$ cat config.mk
export PLATFORM = sky130hd
export DESIGN_NAME = mem_port_arbiter
export DESIGN_NICKNAME = d
export VERILOG_FILES = /design/src/rtl/mem_port_arbiter.sv
export SDC_FILE = /design/constraint.sdc
export NUM_CORES = 1
export LEC_CHECK = 0
export CAP_MARGIN = 20
export CORE_ASPECT_RATIO = 0.9
export CORE_MARGIN = 1.5
export CORE_UTILIZATION = 50
export CTS_CLUSTER_DIAMETER = 30
export DETAILED_ROUTE_END_ITERATION = 8
export DONT_BUFFER_PORTS = 1
export SETUP_SLACK_MARGIN = 0.15
export SYNTH_ARGS = -nofsm -noshare
export SYNTH_HDL_FRONTEND = slang
export SYNTH_SLANG_ARGS = --single-unit
$ cat constraint.sdc
create_clock -name clk -period 9.08 [get_ports clk]
set_input_delay 1.816 -clock clk [delete_from_list [all_inputs] [get_ports clk]]
set_output_delay 1.816 -clock clk [all_outputs]
set_load 0.02 [all_outputs]
$ cat src/rtl/mem_port_arbiter.sv
// rtl/mem_port_arbiter.sv - fetch/data arbiter for one single-port fixed-latency SRAM
// Data side wins arbitration; every access runs IDLE -> ACCESS x N -> DONE.
module mem_port_arbiter #(
  parameter int ACCESS_CYCLES = 4,
  parameter int ADDR_W        = 16
) (
  input  logic              clk,
  input  logic              rst,
  input  logic              if_req,
  input  logic [31:0]       if_addr,
  output logic [31:0]       if_rdata,
  output logic              if_ready,
  output logic              if_busy,
  input  logic              mem_rd_en,
  input  logic              mem_wr_en,
  input  logic [31:0]       mem_addr,
  input  logic [31:0]       mem_wdata,
  output logic [31:0]       mem_rdata,
  output logic              mem_ready,
  output logic              mem_busy,
  output logic [1:0]        grant,
  output logic [ADDR_W-1:0] sram_addr,
  output logic [31:0]       sram_wdata,
  output logic              sram_we,
  input  logic [31:0]       sram_rdata
);

  localparam int CNT_W = $clog2(ACCESS_CYCLES + 1);
  localparam logic [CNT_W-1:0] CNT_LOAD = CNT_W'(ACCESS_CYCLES - 1);

  typedef enum logic [1:0] {IDLE, ACCESS, DONE} state_t;

  state_t           state;
  logic [CNT_W-1:0] cnt;
  logic             mem_req;
  logic             unused_addr_bits;

  assign mem_req  = mem_rd_en | mem_wr_en;
  assign if_busy  = if_req & ~if_ready;
  assign mem_busy = mem_req & ~mem_ready;

  // Byte-offset and high address bits are not part of the SRAM word address.
  assign unused_addr_bits = ^{if_addr[31:ADDR_W+2], if_addr[1:0],
                              mem_addr[31:ADDR_W+2], mem_addr[1:0]};

  always_ff @(posedge clk or posedge rst) begin
    if (rst) begin
      state      <= IDLE;
      cnt        <= '0;
      grant      <= 2'b00;
      if_ready   <= 1'b0;
      mem_ready  <= 1'b0;
      if_rdata   <= '0;
      mem_rdata  <= '0;
      sram_we    <= 1'b0;
      sram_addr  <= '0;
      sram_wdata <= '0;
    end else begin
      case (state)
        IDLE: begin
          if (mem_req) begin
            grant      <= 2'b10;
            sram_addr  <= mem_addr[ADDR_W+1:2];
            sram_wdata <= mem_wdata;
            sram_we    <= mem_wr_en;
            cnt        <= CNT_LOAD;
            state      <= ACCESS;
          end else if (if_req) begin
            grant     <= 2'b01;
            sram_addr <= if_addr[ADDR_W+1:2];
            sram_we   <= 1'b0;
            cnt       <= CNT_LOAD;
            state     <= ACCESS;
          end
        end
        ACCESS: begin
          if (cnt == '0) begin
            if (grant[0]) begin
              if_rdata <= sram_rdata;
              if_ready <= 1'b1;
            end else begin
              // A store leaves the load-data register untouched.
              if (!sram_we) mem_rdata <= sram_rdata;
              mem_ready <= 1'b1;
            end
            sram_we <= 1'b0;
            state   <= DONE;
          end else begin
            cnt <= cnt - CNT_W'(1);
          end
        end
        DONE: begin
          // Always pass through IDLE so a just-served requester can drop its request.
          if_ready  <= 1'b0;
          mem_ready <= 1'b0;
          grant     <= 2'b00;
          state     <= IDLE;
        end
        default: state <= IDLE;
      endcase
    end
  end

endmodule
After elaboration in Yosys (flattened, before gate mapping)

Cells that the tools add are included.

Input bits: 133
Output and inout port bits: 119
Bits in registers: 122
Word-level logic and storage cells: 63

Mux-type cells: 22
Reductions and logical operators: 16
$add $sub $neg: 1
Bitwise gates (word level): 7
Equality and inequality tests: 7

Operator list:

| kind                  | number |
|---|---|
| $mux W16              | 2 |
| $reduce_and A3 Y1     | 5 |
| $mux W3               | 3 |
| $mux W2               | 4 |
| $ne A2 B2 Y1 const B  | 4 |
| $pmux W2 S2           | 2 |
| $reduce_and A2 Y1     | 4 |
| $reduce_bool A2 Y1    | 4 |
| $mux W1               | 7 |
| $pmux W1 S2           | 3 |
| $pmux W3 S2           | 1 |
| $not A1 Y1            | 4 |
| $reduce_and A4 Y1     | 1 |
| $logic_not A3 Y1      | 1 |
| $ne A3 B3 Y1 const B  | 1 |
| $sub A3 B1 Y3 const B | 1 |
| $and A1 B1 Y1         | 2 |
| $eq A2 B1 Y1 const B  | 1 |
| $eq A2 B2 Y1 const B  | 1 |
| $logic_not A2 Y1      | 1 |
| $or A1 B1 Y1          | 1 |

Depth between registers and ports, before layout

Gate-level depths: netlist of the first run.

Word-level depth: 3
Mapped depth: 7

Least setup slack after synthesis of the first run

OpenSTA, ideal clock, no wires.

Path kind: input port to output port
Start point: input mem_rd_en
End point: output mem_busy
Slack: 4.724 ns
Cell stages on the path: 4
Path buffers: 2
Required time: 7.264 ns
Data arrival time: 2.540 ns
Cells stage by stage: buf_2 nor2_4 buf_6 nor2_1

Longest elaborated chain between the ends: 2

RTL lines:

| element         | line | RTL |
|---|---|---|
| start, declared | 14   | `input logic mem_rd_en,` |
| $or A1 B1 Y1    | 38   | `assign mem_req = mem_rd_en \| mem_wr_en;` |
| $and A1 B1 Y1   | 40   | `assign mem_busy = mem_req & ~mem_ready;` |
| end, declared   | 20   | `output logic mem_busy,` |

No other way between the ends.

Worst setup path in the final report of the first run

Start point: input mem_wr_en
End point: output mem_busy

Longest elaborated chain between the ends: 2

RTL lines:

| element         | line | RTL |
|---|---|---|
| start, declared | 15   | `input logic mem_wr_en,` |
| $or A1 B1 Y1    | 38   |  |
| $and A1 B1 Y1   | 40   |  |

No other way between the ends.

==> flow_summary_export.csv, run 1 <==
group,metric,value,unit
status,status,"complete, no violations",
synthesis,netlist.area_leader.share,59.7,%
worst_setup_path,cp.arrival,2.56,ns
synthesis,synth_xor_area_share,0,%
timing,worstMarginPinSlew,0.958,ns
worst_setup_path,rrSetupSlack,6.75,ns
global_routing,grt-ovfl-total,0,
worst_setup_path,cp_max_fo,19,
routing,vias,2718,
die,die_w,110,um
worst_setup_path,cp.buffers_inverters,0,
synthesis,yosys.area_share.simple,4.11,%
timing,setup-violations-final,0,
die,rows,34,
worst_setup_path,slowest_stage,"nor2_4",
synthesis,netlist_instances,340,
routing,routed_wl,9860,um
worst_setup_path,max_stage_delay,0.49,ns
clock_network,clockBufferDepth,2,
routing,firstDrtPassIters,4,
global_routing,grtUsageTotal,19.0,%
synthesis,synth_top_family_by_area,"multiplexers",
worst_setup_path,start_kind,"primary input",
layout,n_antenna_cell,0,
worst_hold_path,min_from,"cnt[1]$_DFFE_PP0P_",
clock_network,cts.sinks,122,
timing,hold_viol,0,
job,max_cap_violations,0,
pwr,ir_worst_vdd,0.245,mV
layout,synthToLayoutAreaGrowth,11.5,%
synthesis,ys_async_sr_fraction,100,%
clock_network,cts.clk_slew.worst_paths,0.05,ns
global_routing,grtUsageMet3,9.85,%
clock_network,cts_setup_buffers,0,
synthesis,syn_area_per_cell,15.1,um^2
worst_setup_path,crit_chain,"nor2_4, nor2_1",
synthesis,syn_area,0.00512,mm^2
timing,post-route-period-util,48.2,%
synthesis,synth_nets,480,
placed_design,dpl_cell_area,0.00518,mm^2
worst_setup_path,worst-endpoint-required,7.26,ns
placed_design,io_buffers,0,
synthesis,seq_area_frac_synth,59.7,%
worst_setup_path,cp-endpoint,"mem_busy",
synthesis,ys_seq_elements,122,
pwr,total_power,2260,uW
worst_setup_path,r2r_cells,5,
synthesis,netlist_top_cells_area,"dfrtp_1 60%, mux2_4 9.1%, mux2_2 7.7%",
die,die_height,99.0,um
placed_design,place_hpwl,6840,um
clock_network,cts_buffers,17,
routing,drc,0,
routing,wl_per_cell,20.4,um
synthesis,synth_cell_types,37,
clock_network,htreeDepth,4,
global_routing,grt_max_degree,65,
synthesis,post-synth-top-area-cell,"dfrtp_1",
die,initial_core_util,52.1,%
timing,hold_slack,0.497,ns
global_routing,grt_pass1_wl,15400,um
die,fp.dieArea,0.0109,mm^2
pwr,leakagePower,0.00261,uW
die,core,0.00983,mm^2
synthesis,synth-edff-count,0,
worst_setup_path,timing.rr.start,"state[1]$_DFFE_PP0P_",
routing,viasPerCell,5.64,
layout,final_cell_area,0.00571,mm^2
routing,first_iter_violations,150,
timing,drv_slew,0,
global_routing,top_usage_layer,"met2",
timing,fmax,229,MHz
timing,clock_skew,0.00613,ns
pwr,power_density,397,mW/mm^2
worst_setup_path,path_delay_family,"simple AND/OR/NAND/NOR gates",
layout,fillers,782,
clock_network,cts_tree,"done",
layout,drive_gt1_share,30.1,%
worst_hold_path,hold_path_class,"reg2reg",
worst_setup_path,cp-end-kind,"output pin",
layout,finish.utilization,58.1,%
synthesis,synth-warning-count,0,
placed_design,routabilityCongestion,0.747,
clock_network,clk_latency,0.40,ns
clock_network,cts_resized,0,
routing,ant_nets,0,
synthesis,synth-adder-area-share,1.71,%
layout,multi_input_area,0.00190,mm^2
layout,seq_area,0.00305,mm^2
timing,setup_tns,0,ns
global_routing,grt_use_met2,28.8,%
clock_network,cts_hold_buf,0,
worst_setup_path,regToRegEndpoint,"if_rdata[0]$_DFFE_PP0P_",
worst_setup_path,path_class,"in2out",
global_routing,grt_pass1_vias,2927,
worst_setup_path,critPathLaunch,"mem_wr_en",
timing,period_needed,4.37,ns
die,pin_count,252,
layout,final_nets,485,
synthesis,synth_mux_area_share,27.4,%
clock_network,cts_root_buffer,"clkbuf_16",
synthesis,synth_compound_area_share,3.81,%
timing,rsz0062_at_grt,"false",
worst_setup_path,worst-path-stages,2,
global_routing,grtUsageMet1,22.8,%
global_routing,grt_antenna_before_repair,0,
timing,slew_headroom,36.1,%
synthesis,synth_flop_cell,"dfrtp_1",
worst min-delay path by stage:
stage | end | slack [ns] | depth (start not counted)
global route | cnt[1]$_DFFE_PP0P_ | 0.56 | 1
global placement | cnt[1]$_DFFE_PP0P_ | 0.49 | 1
finish | cnt[1]$_DFFE_PP0P_ | 0.50 | 1
CTS | cnt[1]$_DFFE_PP0P_ | 0.50 | 1
detailed placement | cnt[1]$_DFFE_PP0P_ | 0.49 | 1
floorplan | cnt[1]$_DFFE_PP0P_ | 0.47 | 1
layer usage:
metal,part of all wire [%],up-vias
met5,0,-
met4,1.4,0
met3,13,12
met2,48,152
met1,38,1361
li1,-,1193
report_power, final:
part	switching [uW]	leakage (uW)	total [uW]	internal [uW]
sequential	456	0.00144	1230	776
clock	222	0.000253	586	364
combinational	182	0.000922	445	263
area by class of cell:
cell class                      count  share of cell area, %
Sequential cell                   122                   53.5
Multi-Input combinational cell    192                   33.3
Clock buffer                       22                   8.31
Tap cell                          126                   2.76
Clock inverter                      8                  0.833
Inverter                            9                  0.636
Timing Repair Buffer                3                  0.614
sequential cells by signal, indices dropped and copies added (netlist names):
signal      cells
mem_ready       1
state           2
if_rdata       32
cnt             3
sram_we         1
if_ready        1
mem_rdata      32
sram_addr      16
grant           2
sram_wdata     32
synth_stat cells, types with 2 or more instances:
| master | number |
|---|---|
| dfrtp_1 | 122 |
| mux2_2 | 35 |
| mux2_1 | 33 |
| mux2_4 | 31 |
| nand2_1 | 21 |
| mux2i_1 | 17 |
| o21ai_0 | 15 |
| inv_1 | 9 |
| buf_6 | 8 |
| buf_2 | 7 |
| ha_1 | 7 |
| nor2_1 | 6 |
| nand2_2 | 2 |
| nand2b_1 | 2 |
| nor2b_1 | 2 |
| o21ai_1 | 2 |
metrics by stage:
| stage | cells | setup WS [ns] |
|---|---|---|
| after CTS | 482 | 4.69 |
| after floorplan | 340 | 4.02 |
| final | 482 | 4.71 |
| after global routing | 482 | 4.62 |
| after detailed placement | 452 | 4.69 |
| after global placement | 451 | 4.71 |
cell families (layout without fill, tap and decap cells):
logic type	after synthesis	after routing
compound gates	30	30
fa+ha+maj	7	7
buf+inv	26	42
flops	122	122
mux	116	116
simple gates	39	39
cells in the final DEF, fill, tap and decap left out, types with 2 or more instances in the layout:
| master | instances |
|---|---|
| dfrtp_1 | 122 |
| mux2_2 | 35 |
| mux2_1 | 33 |
| mux2_4 | 31 |
| nand2_1 | 21 |
| mux2i_1 | 17 |
| clkbuf_16 | 17 |
| o21ai_0 | 15 |
| inv_1 | 8 |
| ha_1 | 7 |
| nor2_1 | 6 |
| clkinv_2 | 5 |
| clkinvlp_4 | 3 |
| clkbuf_8 | 3 |
| nand2b_1 | 2 |
| nand2_2 | 2 |
| o21ai_1 | 2 |
| nor2b_1 | 2 |
| clkbuf_1 | 2 |
| buf_4 | 2 |
(Power assumes the default switching activity.)
==> run 2, diff against run 1 <==
clock period = 4.35 ns   (was 9.08 ns; I/O delays follow)
==> flow_summary_export.csv, run 2 (same netlist as run 1, synthesis figures left out) <==
group,metric,value,unit
status,status,"complete, no violations",
clock_network,cts_tree,"done",
layout,final_cell_mix,"122 x dfrtp_1, 35 x mux2_2, 33 x mux2_1",
layout,final_nets,487,
worst_setup_path,slowest_stage,"nor2_4",
timing,worstMarginPinSlew,0.974,ns
timing,drv_slew,0,
global_routing,grt_antenna_before_repair,0,
worst_setup_path,r2r_cells,5,
timing,period_needed,2.46,ns
clock_network,clk_latency,0.40,ns
layout,final_cell_area,0.00580,mm^2
placed_design,dpl_cell_area,0.00519,mm^2
placed_design,io_buffers,0,
layout,multi_input_area,0.00190,mm^2
worst_setup_path,path_delay_family,"simple AND/OR/NAND/NOR gates",
timing,hold_slack,0.240,ns
job,max_cap_violations,0,
die,pin_count,252,
clock_network,htreeDepth,4,
clock_network,cts.clk_slew.worst_paths,0.05,ns
layout,synthToLayoutAreaGrowth,13.3,%
pwr,leakagePower,0.00267,uW
clock_network,cts_buffers,17,
global_routing,grt_max_degree,80,
worst_setup_path,cp_max_fo,19,
die,core,0.00983,mm^2
routing,drc,0,
clock_network,cts.sinks,122,
worst_setup_path,timing.rr.start,"state[1]$_DFFE_PP0P_",
timing,slew_headroom,35.1,%
routing,wl_per_cell,19.9,um
clock_network,cts_hold_buf,0,
worst_setup_path,regToRegEndpoint,"if_rdata[9]$_DFFE_PP0P_",
timing,post-route-period-util,56.6,%
layout,final_common_cell,"dfrtp_1",
layout,reg_top3,"if_rdata x32, mem_rdata x32, sram_wdata x32",
worst_setup_path,worst-endpoint-required,3.48,ns
timing,setup_tns,0,ns
placed_design,routabilityCongestion,0.736,
placed_design,place_hpwl,6870,um
global_routing,grt_pass1_vias,2872,
routing,routed_wl,9610,um
pwr,power_density,841,mW/mm^2
die,fp.dieArea,0.0109,mm^2
global_routing,grt_pass1_wl,15000,um
clock_network,cts_resized,0,
die,die_height,99.0,um
global_routing,grt-ovfl-total,0,
worst_setup_path,rrSetupSlack,2.06,ns
clock_network,cts_setup_buffers,0,
timing,clock_skew,0.00504,ns
layout,seq_area,0.00305,mm^2
timing,setup-violations-final,0,
worst_setup_path,cp-end-kind,"output pin",
worst_setup_path,crit_chain,"nor2_4, nor2_1",
layout,drive_gt1_share,30.5,%
layout,fillers,774,
clock_network,clockBufferDepth,2,
worst_setup_path,max_stage_delay,0.48,ns
timing,fmax,406,MHz
die,die_w,110,um
routing,viasPerCell,5.54,
layout,n_antenna_cell,0,
die,rows,34,
routing,firstDrtPassIters,4,
routing,ant_nets,0,
timing,hold_viol,0,
worst_setup_path,cp.buffers_inverters,0,
worst_hold_path,hold_path_class,"in2async",
die,initial_core_util,52.1,%
timing,rsz0062_at_grt,"false",
global_routing,grtUsageTotal,18.7,%
worst_setup_path,path_class,"in2out",
pwr,ir_worst_vdd,0.450,mV
routing,vias,2678,
worst_setup_path,cp.arrival,1.59,ns
routing,first_iter_violations,103,
worst_setup_path,start_kind,"primary input",
clock_network,cts_root_buffer,"clkbuf_16",
==> run 2: changes by cell type in the layout (fill, tap and decap cells not counted), sizes merged <==
| cell | delta |
|---|---|
| bufinv | +3 |
| clkinvlp | -3 |
| clkinv | +1 |
| buf | +2 |
| clkbuf | -2 |
==> run 2: worst max path at each step <==
stage               from                  to  slack (ns)  cells past startpoint
2_1_floorplan        rst  cnt[0]$_DFFE_PP0P_        0.24                      1
3_3_place_gp   mem_wr_en            mem_busy        1.87                      2
3_5_place_dp   mem_wr_en            mem_busy        1.86                      2
4_1_cts        mem_wr_en            mem_busy        1.86                      2
5_1_grt        mem_wr_en            mem_busy        1.81                      2
6_report       mem_wr_en            mem_busy        1.89                      2
==> run 2: power by group <==
| group | total, uW | leakage [uW] | switching [uW] | internal (uW) |
|---|---|---|---|---|
| Clock | 1380 | 0.000291 | 460 | 916 |
| Sequential | 2570 | 0.00144 | 949 | 1620 |
| Combinational | 932 | 0.000940 | 378 | 554 |
| Total | 4880 | 0.00267 | 1790 | 3090 |
==> run 2: final cells by class <==
class | instances | share of cell area [%]
Tap cell | 126 | 2.72
Clock inverter | 9 | 2.14
Multi-Input combinational cell | 192 | 32.8
Timing Repair Buffer | 5 | 1.21
Sequential cell | 122 | 52.6
Inverter | 9 | 0.626
Clock buffer | 20 | 7.87
==> run 2: metrics by stage <==
| stage | util, % | worst slack [ns] | cells | total power (uW) |
|---|---|---|---|---|
| 5_1_grt | 59.0 | 1.81 | 483 | 5160 |
| 3_3_place_gp | 52.6 | 1.87 | 452 | 3500 |
| 4_1_cts | 58.7 | 1.86 | 482 | 4940 |
| 6_report | 59.0 | 1.89 | 483 | 4880 |
| 2_1_floorplan | - | 0.237 | 340 | 3300 |
| 3_5_place_dp | 52.8 | 1.86 | 453 | 3540 |
==> run 2: metal layers <==
metal,global-route usage (%),up-vias,wire length (um)
li1,-,1197,-
met1,21.8,1313,3600
met2,28.6,157,4620
met3,9.19,11,1240
met4,8.89,0,140
met5,0,-,0
